### config.mk
export PLATFORM = sky130hd
export DESIGN_NAME = sreg_seq
export DESIGN_NICKNAME = d
export VERILOG_FILES = /design/src/rtl/sreg_seq.sv
export SDC_FILE = /design/constraint.sdc
export NUM_CORES = 1
export LEC_CHECK = 0
export ABC_AREA = 1
export ABC_CLOCK_PERIOD_IN_PS = 2900
export CAP_MARGIN = 20
export CORE_MARGIN = 4
export CORE_UTILIZATION = 50
export CTS_CLUSTER_SIZE = 24
export DETAILED_ROUTE_END_ITERATION = 8
export PLACE_DENSITY = 0.87
export SYNTH_ARGS = -nofsm -noshare
export SYNTH_HDL_FRONTEND = slang
export SYNTH_SLANG_ARGS = --single-unit
### constraint.sdc
create_clock -name clk -period 2.9 [get_ports clk]
set_input_delay 0.435 -clock clk [delete_from_list [all_inputs] [get_ports clk]]
set_output_delay 0.435 -clock clk [all_outputs]
set_load 0.03 [all_outputs]
### src/rtl/sreg_seq.sv
// rtl/sreg_seq.sv - job-level sequencer expanding cfg/readout/readback jobs into sreg_ctrl opcodes
// Fetches config words from a sync RAM, streams readout words with backpressure, aborts stuck commands.
module sreg_seq #(
  parameter int NPIX_MAX = 64,
  parameter int DW       = 42,
  parameter int TMO      = 255,
  localparam int NW      = $clog2(NPIX_MAX) + 1,
  localparam int AW      = $clog2(NPIX_MAX),
  localparam int TW      = $clog2(TMO + 1)
) (
  input  logic          clk,
  input  logic          rst_n,
  input  logic          job_valid,
  output logic          job_ready,
  input  logic [1:0]    job_op,
  input  logic [NW-1:0] job_npix,
  input  logic          job_pclk,
  output logic          cfg_req,
  output logic [AW-1:0] cfg_addr,
  input  logic [DW-1:0] cfg_data,
  output logic          cmd_valid,
  output logic [2:0]    cmd,
  output logic [DW-1:0] cmd_data,
  input  logic          cmd_ready,
  input  logic [DW-1:0] sreg_data,
  output logic          rd_valid,
  output logic [DW-1:0] rd_data,
  output logic          rd_last,
  input  logic          rd_ready,
  output logic          busy,
  output logic          done,
  output logic          err,
  output logic [1:0]    err_code
);

  localparam logic [1:0] OP_CFG  = 2'b00;
  localparam logic [1:0] OP_READ = 2'b01;
  localparam logic [1:0] OP_SREG = 2'b10;

  localparam logic [2:0] C_PIX_WRITE    = 3'b000;
  localparam logic [2:0] C_PIX_READ     = 3'b001;
  localparam logic [2:0] C_PIX_READ_END = 3'b010;
  localparam logic [2:0] C_PCLK0        = 3'b011;
  localparam logic [2:0] C_PCLK1        = 3'b100;
  localparam logic [2:0] C_SREG_READ    = 3'b111;

  typedef enum logic [2:0] {
    S_IDLE, S_FETCH, S_ISSUE, S_WAIT_LOW, S_WAIT_DONE, S_PUSH, S_TAIL, S_FIN
  } state_t;

  state_t          state, state_n;
  logic [1:0]      op_r;
  logic [NW-1:0]   npix_r;
  logic            pclk_r;
  logic [NW-1:0]   idx;
  logic            fetch_ph;
  logic            tail_r;
  logic [TW-1:0]   tmo_cnt;
  logic [2:0]      cmd_r;
  logic [DW-1:0]   cmd_data_r;
  logic [DW-1:0]   rd_data_r;
  logic [1:0]      err_code_r;

  logic job_ill, last, tmo_hit, complete, tmo_abort;

  assign job_ill  = (job_op == 2'b11) ||
                    ((job_op != OP_SREG) && ((job_npix == '0) || (job_npix > NW'(NPIX_MAX))));
  assign last     = (idx == npix_r - NW'(1));
  assign tmo_hit  = (tmo_cnt >= TW'(TMO - 1));
  assign complete = (state == S_WAIT_DONE) && cmd_ready;
  // Completion takes priority over a timeout landing in the same cycle.
  assign tmo_abort = tmo_hit && ((state == S_WAIT_LOW) || ((state == S_WAIT_DONE) && !cmd_ready));

  assign cfg_addr = idx[AW-1:0];
  assign cmd      = cmd_r;
  assign cmd_data = cmd_data_r;
  assign rd_data  = rd_data_r;
  assign err_code = err_code_r;

  always_comb begin
    state_n   = state;
    job_ready = 1'b0;
    cfg_req   = 1'b0;
    cmd_valid = 1'b0;
    rd_valid  = 1'b0;
    rd_last   = 1'b0;
    busy      = 1'b1;
    done      = 1'b0;
    err       = 1'b0;
    case (state)
      S_IDLE: begin
        job_ready = 1'b1;
        busy      = 1'b0;
        if (job_valid) begin
          if (job_ill)               state_n = S_FIN;
          else if (job_op == OP_CFG) state_n = S_FETCH;
          else                       state_n = S_ISSUE;
        end
      end
      S_FETCH: begin
        cfg_req = !fetch_ph;
        if (fetch_ph) state_n = S_ISSUE;
      end
      S_ISSUE, S_TAIL: begin
        cmd_valid = 1'b1;
        if (cmd_ready) state_n = S_WAIT_LOW;
      end
      S_WAIT_LOW: begin
        if (tmo_abort)       state_n = S_FIN;
        else if (!cmd_ready) state_n = S_WAIT_DONE;
      end
      S_WAIT_DONE: begin
        if (complete) begin
          if (tail_r)                state_n = S_FIN;
          else if (op_r == OP_CFG)   state_n = last ? S_TAIL : S_FETCH;
          else                       state_n = S_PUSH;
        end else if (tmo_abort) begin
          state_n = S_FIN;
        end
      end
      S_PUSH: begin
        rd_valid = 1'b1;
        rd_last  = last;
        if (rd_ready) begin
          if (!last)                state_n = S_ISSUE;
          else if (op_r == OP_READ) state_n = S_TAIL;
          else                      state_n = S_FIN;
        end
      end
      S_FIN: begin
        busy    = 1'b0;
        done    = 1'b1;
        err     = (err_code_r != 2'b00);
        state_n = S_IDLE;
      end
      default: state_n = S_IDLE;
    endcase
  end

  always_ff @(posedge clk or negedge rst_n) begin
    if (!rst_n) begin
      state      <= S_IDLE;
      op_r       <= '0;
      npix_r     <= '0;
      pclk_r     <= 1'b0;
      idx        <= '0;
      fetch_ph   <= 1'b0;
      tail_r     <= 1'b0;
      tmo_cnt    <= '0;
      cmd_r      <= '0;
      cmd_data_r <= '0;
      rd_data_r  <= '0;
      err_code_r <= '0;
    end else begin
      state <= state_n;
      case (state)
        S_IDLE: begin
          if (job_valid) begin
            op_r       <= job_op;
            npix_r     <= (job_op == OP_SREG) ? NW'(1) : job_npix;
            pclk_r     <= job_pclk;
            idx        <= '0;
            fetch_ph   <= 1'b0;
            tail_r     <= 1'b0;
            err_code_r <= job_ill ? 2'b01 : 2'b00;
            if (!job_ill && (job_op != OP_CFG)) begin
              cmd_r      <= (job_op == OP_SREG) ? C_SREG_READ : C_PIX_READ;
              cmd_data_r <= '0;
            end
          end
        end
        S_FETCH: begin
          fetch_ph <= !fetch_ph;
          if (fetch_ph) begin
            cmd_r      <= C_PIX_WRITE;
            cmd_data_r <= cfg_data;
          end
        end
        S_ISSUE, S_TAIL: begin
          if (cmd_ready) tmo_cnt <= '0;
        end
        S_WAIT_LOW, S_WAIT_DONE: begin
          tmo_cnt <= tmo_cnt + TW'(1);
          if (complete) begin
            if (!tail_r) begin
              if (op_r == OP_CFG) begin
                if (last) begin
                  tail_r     <= 1'b1;
                  cmd_r      <= pclk_r ? C_PCLK1 : C_PCLK0;
                  cmd_data_r <= '0;
                end else begin
                  idx <= idx + NW'(1);
                end
              end else begin
                rd_data_r <= sreg_data;
              end
            end
          end else if (tmo_abort) begin
            err_code_r <= 2'b10;
          end
        end
        S_PUSH: begin
          if (rd_ready) begin
            if (!last) begin
              idx <= idx + NW'(1);
            end else if (op_r == OP_READ) begin
              tail_r     <= 1'b1;
              cmd_r      <= C_PIX_READ_END;
              cmd_data_r <= '0;
            end
          end
        end
        default: ;
      endcase
    end
  end

endmodule

==> flow_metrics.env, run 1 <==
export IMPL_area_growth_pct=45.4
export IMPL_drv_cap=0
export IMPL_register_area_sq_um=2980
export IMPL_setup_ws_ps=265
export IMPL_gp_congestion=0.932
export IMPL_cp_data_required_time_ps=2470
export IMPL_cts_root_buf="clkbuf_16"
export IMPL_synth_area_sq_um=6010
export IMPL_drc=0
export IMPL_drt_met1_wl_microns=6840
export IMPL_clock_power_share=0.236
export IMPL_rows=39
export IMPL_path_clk_slew_ps=50
export IMPL_synth_cells=720
export IMPL_min_period_ps=2640
export IMPL_grt_pass1_vias=5574
export IMPL_top_layer="met4"
export IMPL_routed_wl_microns=17300
export IMPL_cts_setup_buffers=0
export IMPL_via_per_inst=5.21
export IMPL_ys_seq_area_frac=0.495
export IMPL_cp_arrival_ps=2200
export IMPL_diodes=0
export IMPL_synthesis_nets=823
export IMPL_finalSetupTns_ps=0
export IMPL_hold_violations=0
export IMPL_dp_slack_ps=250
export IMPL_hold_buffers=0
export IMPL_max_slew_margin=0.430
export IMPL_fillers=838
export IMPL_grt_setup_unrepaired="false"
export IMPL_fp_dieH_microns=118
export IMPL_hold_class="in2async"
export IMPL_crit_start="npix_r[0]$_DFFE_PN0P_"
export IMPL_grt_max_degree=69
export IMPL_tightest_slew_ps=855
export IMPL_reg2regPathDepth=12
export IMPL_antenna_left=0
export IMPL_cts_sinks=119
export IMPL_combPwrFrac=0.495
export IMPL_multiInputGateArea_sq_um=2440
export IMPL_p_leak_nw=4.37
export IMPL_final_setup_skew_ps=8.05
export IMPL_crit_path_max_fanout=7
export IMPL_cts_made_buffers=17
export IMPL_fin_cells=1071
export IMPL_avgRoutedWirePerCell_microns=16.1
export IMPL_setup_viol=0
export IMPL_r2r_start="npix_r[0]$_DFFE_PN0P_"
export IMPL_die_w_microns=118
export IMPL_insertion_delay_ps=420
export IMPL_p_total_mw=9.59
export IMPL_clockBufferDepth=2
export IMPL_htreeDepth=4
export IMPL_critPathCapture="rd_last"
export IMPL_status="completed"
export IMPL_wl_met3_microns=1120
export IMPL_r2r_end="cmd_data[41]$_DFFE_PN0P_"
export IMPL_power_share_sequential=0.269
export IMPL_cts_tree="yes"
export IMPL_synth_distinct_cells=37
export IMPL_drive_above_1_share=0.0916
export IMPL_drtPass1Iterations=8
export IMPL_vias=5575
export IMPL_io_pins=202
export IMPL_cp_start_kind="flop"
export IMPL_period_share=0.909
export IMPL_ys_seq_elements=119
export IMPL_vdd_drop_max_uv=636
export IMPL_port_buffers=201
export IMPL_power_density_nw_per_um2=1100
export IMPL_final_common_cell="clkdlybuf4s50_1"
export IMPL_grt_overflow_total=0
export IMPL_switching_share=0.434
export IMPL_grt_util_all_layers=0.253
export IMPL_yosysWarningCount=0
export IMPL_initial_core_util=0.518
export IMPL_dpl_cell_count=1039
export IMPL_grt_pass1_wl_microns=28200
export IMPL_final_cell_mix="clkdlybuf4s50_1 (198), nand2_1 (185), dfrtp_1 (119)"
export IMPL_dieArea_sq_um=13800
export IMPL_p_int_mw=5.43
export IMPL_drv_slew=0
export IMPL_core_area_sq_um=11600
export IMPL_hpwl_microns=12100
export IMPL_num_nets_final=1018
export IMPL_syn_avg_cell_area_sq_um=8.35
export IMPL_p_switching_mw=4.16
export IMPL_crit_path_end_kind="primary output"
export IMPL_wl_met2_microns=8810
export IMPL_drtIter0Drc=542
export IMPL_max_freq_mhz=379
export IMPL_antenna_found_initial=0
export IMPL_critPathKind="reg2out"
export IMPL_ff2ff_setup_slack_ps=410
cell type report:
cell class | count | area share
Sequential cell | 119 | 0.340
Multi-Input combinational cell | 464 | 0.279
Timing Repair Buffer | 210 | 0.243
Clock buffer | 20 | 0.0534
Inverter | 103 | 0.0442
Tap cell | 143 | 0.0205
Clock inverter | 12 | 0.0199
cells in the mapped netlist:
master / number / share of area
mux2_1: 14 / 0.026
a211oi_1: 1 / 0.0012
clkbuf_2: 1 / 0.00083
dfrtp_1: 119 / 0.50
xor2_1: 6 / 0.0087
a21oi_1: 9 / 0.0075
nand2_1: 185 / 0.12
inv_1: 98 / 0.061
ha_1: 4 / 0.0083
nand3_1: 35 / 0.029
o21ai_0: 24 / 0.020
clkbuf_1: 5 / 0.0031
nor4_1: 2 / 0.0021
nor3_2: 1 / 0.0017
nand3b_1: 4 / 0.0050
nand3_2: 1 / 0.0017
nand3_4: 1 / 0.0029
o211ai_1: 1 / 0.0012
nor2_2: 2 / 0.0021
xnor2_1: 1 / 0.0015
buf_4: 12 / 0.015
nand4_1: 47 / 0.049
mux2_2: 28 / 0.052
and3_1: 1 / 0.0010
nand2_2: 4 / 0.0042
buf_2: 12 / 0.010
nor2_4: 1 / 0.0019
nor3_1: 4 / 0.0033
nor2_1: 83 / 0.052
inv_2: 4 / 0.0025
o21a_1: 1 / 0.0012
o31ai_1: 1 / 0.0012
a31oi_1: 1 / 0.0010
o221ai_1: 1 / 0.0015
buf_6: 4 / 0.0075
o22ai_1: 1 / 0.0010
clkinv_1: 1 / 0.00062
power groups by stage:
stage / sequential [mW] / clock [mW] / combinational [mW]
2_1_floorplan: 3.25 / 0 / 2.42
3_3_place_gp: 2.54 / 0 / 4.65
3_5_place_dp: 2.59 / 0 / 4.73
5_1_grt: 2.65 / 2.37 / 5.14
4_1_cts: 2.58 / 2.28 / 4.76
6_report: 2.58 / 2.26 / 4.75
worst min-delay path by stage:
stage	end	cells past startpoint	slack, ps
6_report	cmd_data[10]$_DFFE_PN0P_	1	110
2_1_floorplan	cmd[0]$_DFFE_PN0P_	0	140
4_1_cts	cmd_data[10]$_DFFE_PN0P_	1	150
3_5_place_dp	cmd_data[3]$_DFFE_PN0P_	2	460
3_3_place_gp	cmd_data[12]$_DFFE_PN0P_	2	450
5_1_grt	cmd_data[10]$_DFFE_PN0P_	1	170
stage by stage:
stage / area [sq um] / util / hold slack, ps
6_report: 8750 / 0.753 / 113
5_1_grt: 8750 / 0.753 / 172
4_1_cts: 8750 / 0.753 / 153
3_5_place_dp: 8110 / 0.698 / 457
3_3_place_gp: 8110 / 0.698 / 453
2_1_floorplan: 6010 / - / 139
flip-flops by register name, indices dropped and copies added (netlist names):
| register | count |
|---|---|
| idx | 7 |
| npix_r | 7 |
| pclk_r | 1 |
| tmo_cnt | 8 |
| op_r | 2 |
| state | 3 |
| tail_r | 1 |
| rd_data | 42 |
| err_code | 2 |
| cmd_data | 42 |
| cmd | 3 |
| fetch_ph | 1 |
routing by layer:
metal  GRT usage  vias to the layer above
li1            -                     2683
met1       0.295                     2639
met2       0.439                      219
met3      0.0678                       34
met4       0.105                        0
met5           0                        -
cells by family (layout without fill, tap and decap cells):
| family | Yosys count | count (layout) | synth area share |
|---|---|---|---|
| XOR/XNOR | 7 | 7 | 0.0102 |
| multiplexers | 42 | 42 | 0.0786 |
| buffers and inverters | 137 | 345 | 0.101 |
| flip-flops | 119 | 119 | 0.495 |
| AND/OR/NAND/NOR | 371 | 371 | 0.271 |
| AO/OA/AOI/OAI | 40 | 40 | 0.0360 |
| adder cells (fa/ha/maj) | 4 | 4 | 0.00832 |
timing repair:
item | in CTS | in global routing
setup endpoints to repair | 1 | 2
resized for setup | 1 | 3
pin swaps | 0 | 0
worst max-delay path, cell delays in order (launching register included):
cell	delay, ps
dfrtp_1	380
inv_1	150
ha_1	270
nand2_1	70
nand2_1	50
nor2_1	90
nand3_1	90
nor2_2	250
nand3_1	160
inv_1	80
clkbuf_2	200
(Power assumes the default switching activity.)
==> inputs of run 2 (changes only) <==
--- a/config.mk
+++ b/config.mk
@@ -12,6 +12,7 @@
 export CORE_UTILIZATION = 50
 export CTS_CLUSTER_SIZE = 24
 export DETAILED_ROUTE_END_ITERATION = 8
+export GPL_TIMING_DRIVEN = 0
 export PLACE_DENSITY = 0.87
 export SYNTH_ARGS = -nofsm -noshare
 export SYNTH_HDL_FRONTEND = slang
==> run 2 against run 1 <==
Worst setup slack improved by 36 ps; non-clock buffer count rose by 27; clock power rose by 5%; cell area rose by 1.9%; power up 2.7%; sequential cell count is the same; sequential power fell by 2%; final cell count up 2.5%; first-iteration DRC count down 14%; utilization up 1.4 points; clock skew decreased by 1.6 ps; highest routed layer unchanged.
==> flow_metrics.env, run 2 (same netlist as run 1, synthesis figures left out) <==
export IMPL_htreeDepth=4
export IMPL_grt_overflow_total=0
export IMPL_fin_area_sq_um=8910
export IMPL_grt_setup_unrepaired="false"
export IMPL_critPathKind="reg2out"
export IMPL_power_density_nw_per_um2=1100
export IMPL_via_per_inst=5.24
export IMPL_avgRoutedWirePerCell_microns=15.8
export IMPL_rows=39
export IMPL_grt_pass1_vias=5581
export IMPL_crit_path_end_kind="primary output"
export IMPL_final_setup_skew_ps=6.45
export IMPL_cts_root_buf="clkbuf_16"
export IMPL_port_buffers=201
export IMPL_grt_max_degree=65
export IMPL_status="completed"
export IMPL_drv_cap=0
export IMPL_io_pins=202
export IMPL_clockBufferDepth=2
export IMPL_wl_met3_microns=1060
export IMPL_hpwl_microns=12400
export IMPL_cp_data_required_time_ps=2470
export IMPL_num_nets_final=1045
export IMPL_hold_violations=0
export IMPL_max_freq_mhz=385
export IMPL_p_leak_nw=4.49
export IMPL_finalSetupTns_ps=0
export IMPL_drtPass1Iterations=5
export IMPL_period_share=0.896
export IMPL_crit_path_max_fanout=7
export IMPL_dpl_cell_count=1065
export IMPL_dp_slack_ps=208
export IMPL_wl_met2_microns=8700
export IMPL_p_total_mw=9.85
export IMPL_grt_pass1_wl_microns=28500
export IMPL_vias=5754
export IMPL_final_cell_mix="clkdlybuf4s50_1 (198), nand2_1 (185), dfrtp_1 (119)"
export IMPL_setup_viol=0
export IMPL_fp_dieH_microns=118
export IMPL_fin_cells=1098
export IMPL_drc=0
export IMPL_grt_util_all_layers=0.255
export IMPL_drtIter0Drc=465
export IMPL_initial_core_util=0.518
export IMPL_antenna_left=0
export IMPL_area_growth_pct=48.1
export IMPL_dieArea_sq_um=13800
export IMPL_insertion_delay_ps=420
export IMPL_cts_made_buffers=17
export IMPL_path_clk_slew_ps=50
export IMPL_cts_sinks=119
export IMPL_cp_arrival_ps=2160
export IMPL_cts_tree="yes"
export IMPL_top_layer="met4"
export IMPL_fillers=780
export IMPL_hold_class="reg2reg"
export IMPL_antenna_found_initial=0
export IMPL_setup_ws_ps=300
export IMPL_core_area_sq_um=11600
export IMPL_max_slew_margin=0.603
export IMPL_placed_area_sq_um=8230
export IMPL_vdd_drop_max_uv=705
export IMPL_drive_above_1_share=0.107
export IMPL_cp_start_kind="flop"
export IMPL_die_w_microns=118
export IMPL_diodes=0
export IMPL_drv_slew=0
export IMPL_routed_wl_microns=17400
export IMPL_min_period_ps=2600
export IMPL_final_common_cell="clkdlybuf4s50_1"
export IMPL_gp_congestion=0.949
export IMPL_tightest_slew_ps=593
export IMPL_drt_met1_wl_microns=7000
run 2: power by group:
part / internal [mW] / total (mW) / switching (mW)
registers: 2.20 / 2.53 / 0.332
clock network: 1.65 / 2.38 / 0.726
logic: 1.84 / 4.94 / 3.10
run 2: area by class of cell:
| cell class | instances | area, sq um | area share |
|---|---|---|---|
| sequential | 119 | 2980 | 0.334 |
| multi-input combinational | 464 | 2440 | 0.273 |
| timing repair buffer | 203 | 2050 | 0.230 |
| clock buffer | 23 | 468 | 0.0525 |
| inverter | 103 | 387 | 0.0434 |
| buffer | 34 | 219 | 0.0246 |
| clock inverter | 9 | 195 | 0.0219 |
| tap | 143 | 179 | 0.0201 |
run 2: worst paths after layout:
kind                            cells past startpoint  slack, ps                     start                  endpoint
min in group asynchronous                           2        530                     rst_n  cmd_data[26]$_DFFE_PN0P_
worst max register to register                     14        590     npix_r[0]$_DFFE_PN0P_  cmd_data[34]$_DFFE_PN0P_
worst min register to register                      2        470  cmd_data[20]$_DFFE_PN0P_  cmd_data[20]$_DFFE_PN0P_
worst max-delay path                               11        300     npix_r[0]$_DFFE_PN0P_                   rd_last
worst min-delay path                                2        470  cmd_data[20]$_DFFE_PN0P_  cmd_data[20]$_DFFE_PN0P_
max in group asynchronous                           3       1670                     rst_n   err_code[1]$_DFFE_PN0P_
run 2: per-layer routing:
layer | vias to the layer above | GRT usage
met5 | - | 0
met4 | 0 | 0.110
met3 | 46 | 0.0692
met2 | 250 | 0.428
met1 | 2714 | 0.308
li1 | 2744 | -
run 2: worst max-delay path: stages (launching register included):
cell      delay [ps]
dfrtp_1          380
inv_1            150
ha_1             230
nand2_1          100
nor2_1           120
nand3_1           90
nand2_1           70
nand2_1           70
inv_2            110
nand3_1          140
inv_1             80
clkbuf_2         200
run 2: what timing repair did:
item	in CTS	in global routing
gates resized for setup	1	4
hold buffers	1	0
setup endpoints to repair	1	2
setup buffers	0	0
hold endpoints to repair	55	0
run 2: metrics by stage:
| stage | utilization | hold slack (ps) |
|---|---|---|
| floorplan | - | 139 |
| global placement | 0.707 | 452 |
| detailed placement | 0.709 | 425 |
| CTS | 0.767 | 470 |
| global route | 0.767 | 489 |
| finish | 0.767 | 465 |
==> inputs of run 3 (changes only) <==
--- a/config.mk
+++ b/config.mk
@@ -10,6 +10,7 @@
 export CAP_MARGIN = 20
 export CORE_MARGIN = 4
 export CORE_UTILIZATION = 50
+export CTS_BUF_LIST = sky130_fd_sc_hd__clkbuf_2
 export CTS_CLUSTER_SIZE = 24
 export DETAILED_ROUTE_END_ITERATION = 8
 export GPL_TIMING_DRIVEN = 0
==> constraint.sdc (replaced) <==
create_clock -name clk -period 2.9 [get_ports clk]
set_input_delay 0.435 -clock clk [delete_from_list [all_inputs] [get_ports clk]]
set_output_delay 0.435 -clock clk [all_outputs]
set_load 0.01 [all_outputs]
==> run 3 against run 2 <==
Clock power is 43% lower; critical path type unchanged; clock skew rose by 23 ps; worst setup slack lost 120 ps; sequential cell count unchanged; global-route usage down 1.1 points; fmax decreased by 4.6%; largest power group unchanged; sequential share of layout area up 1.0 points; first-iteration DRC count is 12% higher; cell area shrank 2.9%; via count down 0.30%; register-to-register slack got worse by 50 ps; critical path depth down 6.
==> flow_metrics.env, run 3 (same netlist as run 1, synthesis figures left out) <==
export IMPL_status="completed"
export IMPL_core_area_sq_um=11600
export IMPL_hold_violations=0
export IMPL_cts_tree="yes"
export IMPL_grt_overflow_total=0
export IMPL_period_share=0.939
export IMPL_grt_pass1_wl_microns=27300
export IMPL_critPathKind="reg2out"
export IMPL_cts_root_buf="clkbuf_2"
export IMPL_grt_max_degree=65
export IMPL_drtIter0Drc=519
export IMPL_io_pins=202
export IMPL_hpwl_microns=12400
export IMPL_final_setup_skew_ps=29.0
export IMPL_finalSetupTns_ps=0
export IMPL_num_nets_final=1054
export IMPL_vdd_drop_max_uv=643
export IMPL_avgRoutedWirePerCell_microns=15.2
export IMPL_hold_class="in2async"
export IMPL_htreeDepth=4
export IMPL_insertion_delay_ps=720
export IMPL_cts_made_buffers=17
export IMPL_grt_util_all_layers=0.243
export IMPL_via_per_inst=5.18
export IMPL_crit_path_end_kind="primary output"
export IMPL_power_density_nw_per_um2=958
export IMPL_p_total_mw=8.30
export IMPL_area_growth_pct=43.9
export IMPL_min_period_ps=2720
export IMPL_fin_util=0.745
export IMPL_fin_cells=1108
export IMPL_drc=0
export IMPL_die_w_microns=118
export IMPL_crit_path_max_fanout=9
export IMPL_antenna_found_initial=1
export IMPL_setup_ws_ps=176
export IMPL_cp_arrival_ps=2290
export IMPL_port_buffers=201
export IMPL_drtPass1Iterations=5
export IMPL_cp_data_required_time_ps=2470
export IMPL_rows=39
export IMPL_cp_start_kind="flop"
export IMPL_initial_core_util=0.518
export IMPL_final_cell_mix="clkdlybuf4s50_1 (198), nand2_1 (184), dfrtp_1 (118)"
export IMPL_dp_slack_ps=331
export IMPL_drv_cap=0
export IMPL_max_freq_mhz=367
export IMPL_gp_congestion=0.949
export IMPL_drive_above_1_share=0.126
export IMPL_routed_wl_microns=16800
export IMPL_cts_sinks=119
export IMPL_drv_slew=0
export IMPL_final_common_cell="clkdlybuf4s50_1"
export IMPL_dpl_cell_count=1065
export IMPL_dieArea_sq_um=13800
export IMPL_tightest_slew_ps=631
export IMPL_setup_viol=0
export IMPL_fp_dieH_microns=118
export IMPL_clockBufferDepth=2
export IMPL_max_slew_margin=0.577
export IMPL_p_leak_nw=4.38
export IMPL_grt_pass1_vias=5483
export IMPL_path_clk_slew_ps=180
export IMPL_antenna_left=0
export IMPL_vias=5737
-- run 3: worst paths after layout --
path / startpoint / end / slack, ps / cells after the start
worst max register to register: npix_r[0]$_DFFE_PN0P_ / cmd_data[33]$_DFFE_PN0P_ / 540 / 16
max in group asynchronous: rst_n / state[0]$_DFFE_PN0P_ / 1940 / 3
worst min-delay path: rst_n / cmd_data[26]$_DFFE_PN0P_ / 220 / 2
min in group clk: job_pclk / pclk_r$_DFFE_PN0P_ / 300 / 3
worst min register to register: cmd_data[19]$_DFFE_PN0P_ / cmd_data[19]$_DFFE_PN0P_ / 490 / 2
worst max-delay path: state[1]$_DFFE_PN0P_ / rd_valid / 180 / 5
-- run 3: repair_timing --
item                       4_1_cts  5_1_grt
pin swaps                        1        1
gates resized for setup         10        4
hold endpoints to repair        55        0
setup buffers                    1        8
setup endpoints to repair        2        2
hold buffers                     1        0
-- run 3: report_power, final --
part           total, mW  switching, mW  internal [mW]  leakage, nW
registers           2.51          0.322           2.19         1.55
clock network       1.36          0.615          0.745        0.187
logic               4.43           2.46           1.96         2.64
-- run 3: area by class of cell --
type | instances | area (sq um)
sequential | 119 | 2980
fill | 856 | 2960
multi-input combinational | 464 | 2460
timing repair buffer | 212 | 2120
inverter | 103 | 387
buffer | 34 | 219
clock inverter | 11 | 203
tap | 143 | 179
clock buffer | 21 | 105
antenna | 1 | 2.50
-- run 3: critical path: stages (launching register included) --
cell	delay (ps)
dfrtp_1	390
buf_4	170
inv_2	100
nand3_2	150
inv_1	210
clkdlybuf4s50_1	580
-- run 3: per-layer routing --
layer / track usage / wire length [microns]
met1: 0.303 / 6860
met2: 0.400 / 8340
met3: 0.0567 / 994
met4: 0.117 / 631
met5: 0 / 0
-- run 3: through the flow --
stage          hold WS (ps)  cell area [sq um]
5_1_grt                 220               8660
2_1_floorplan           139               6010
4_1_cts                 166               8580
3_5_place_dp            425               8230
3_3_place_gp            452               8210
6_report                221               8660
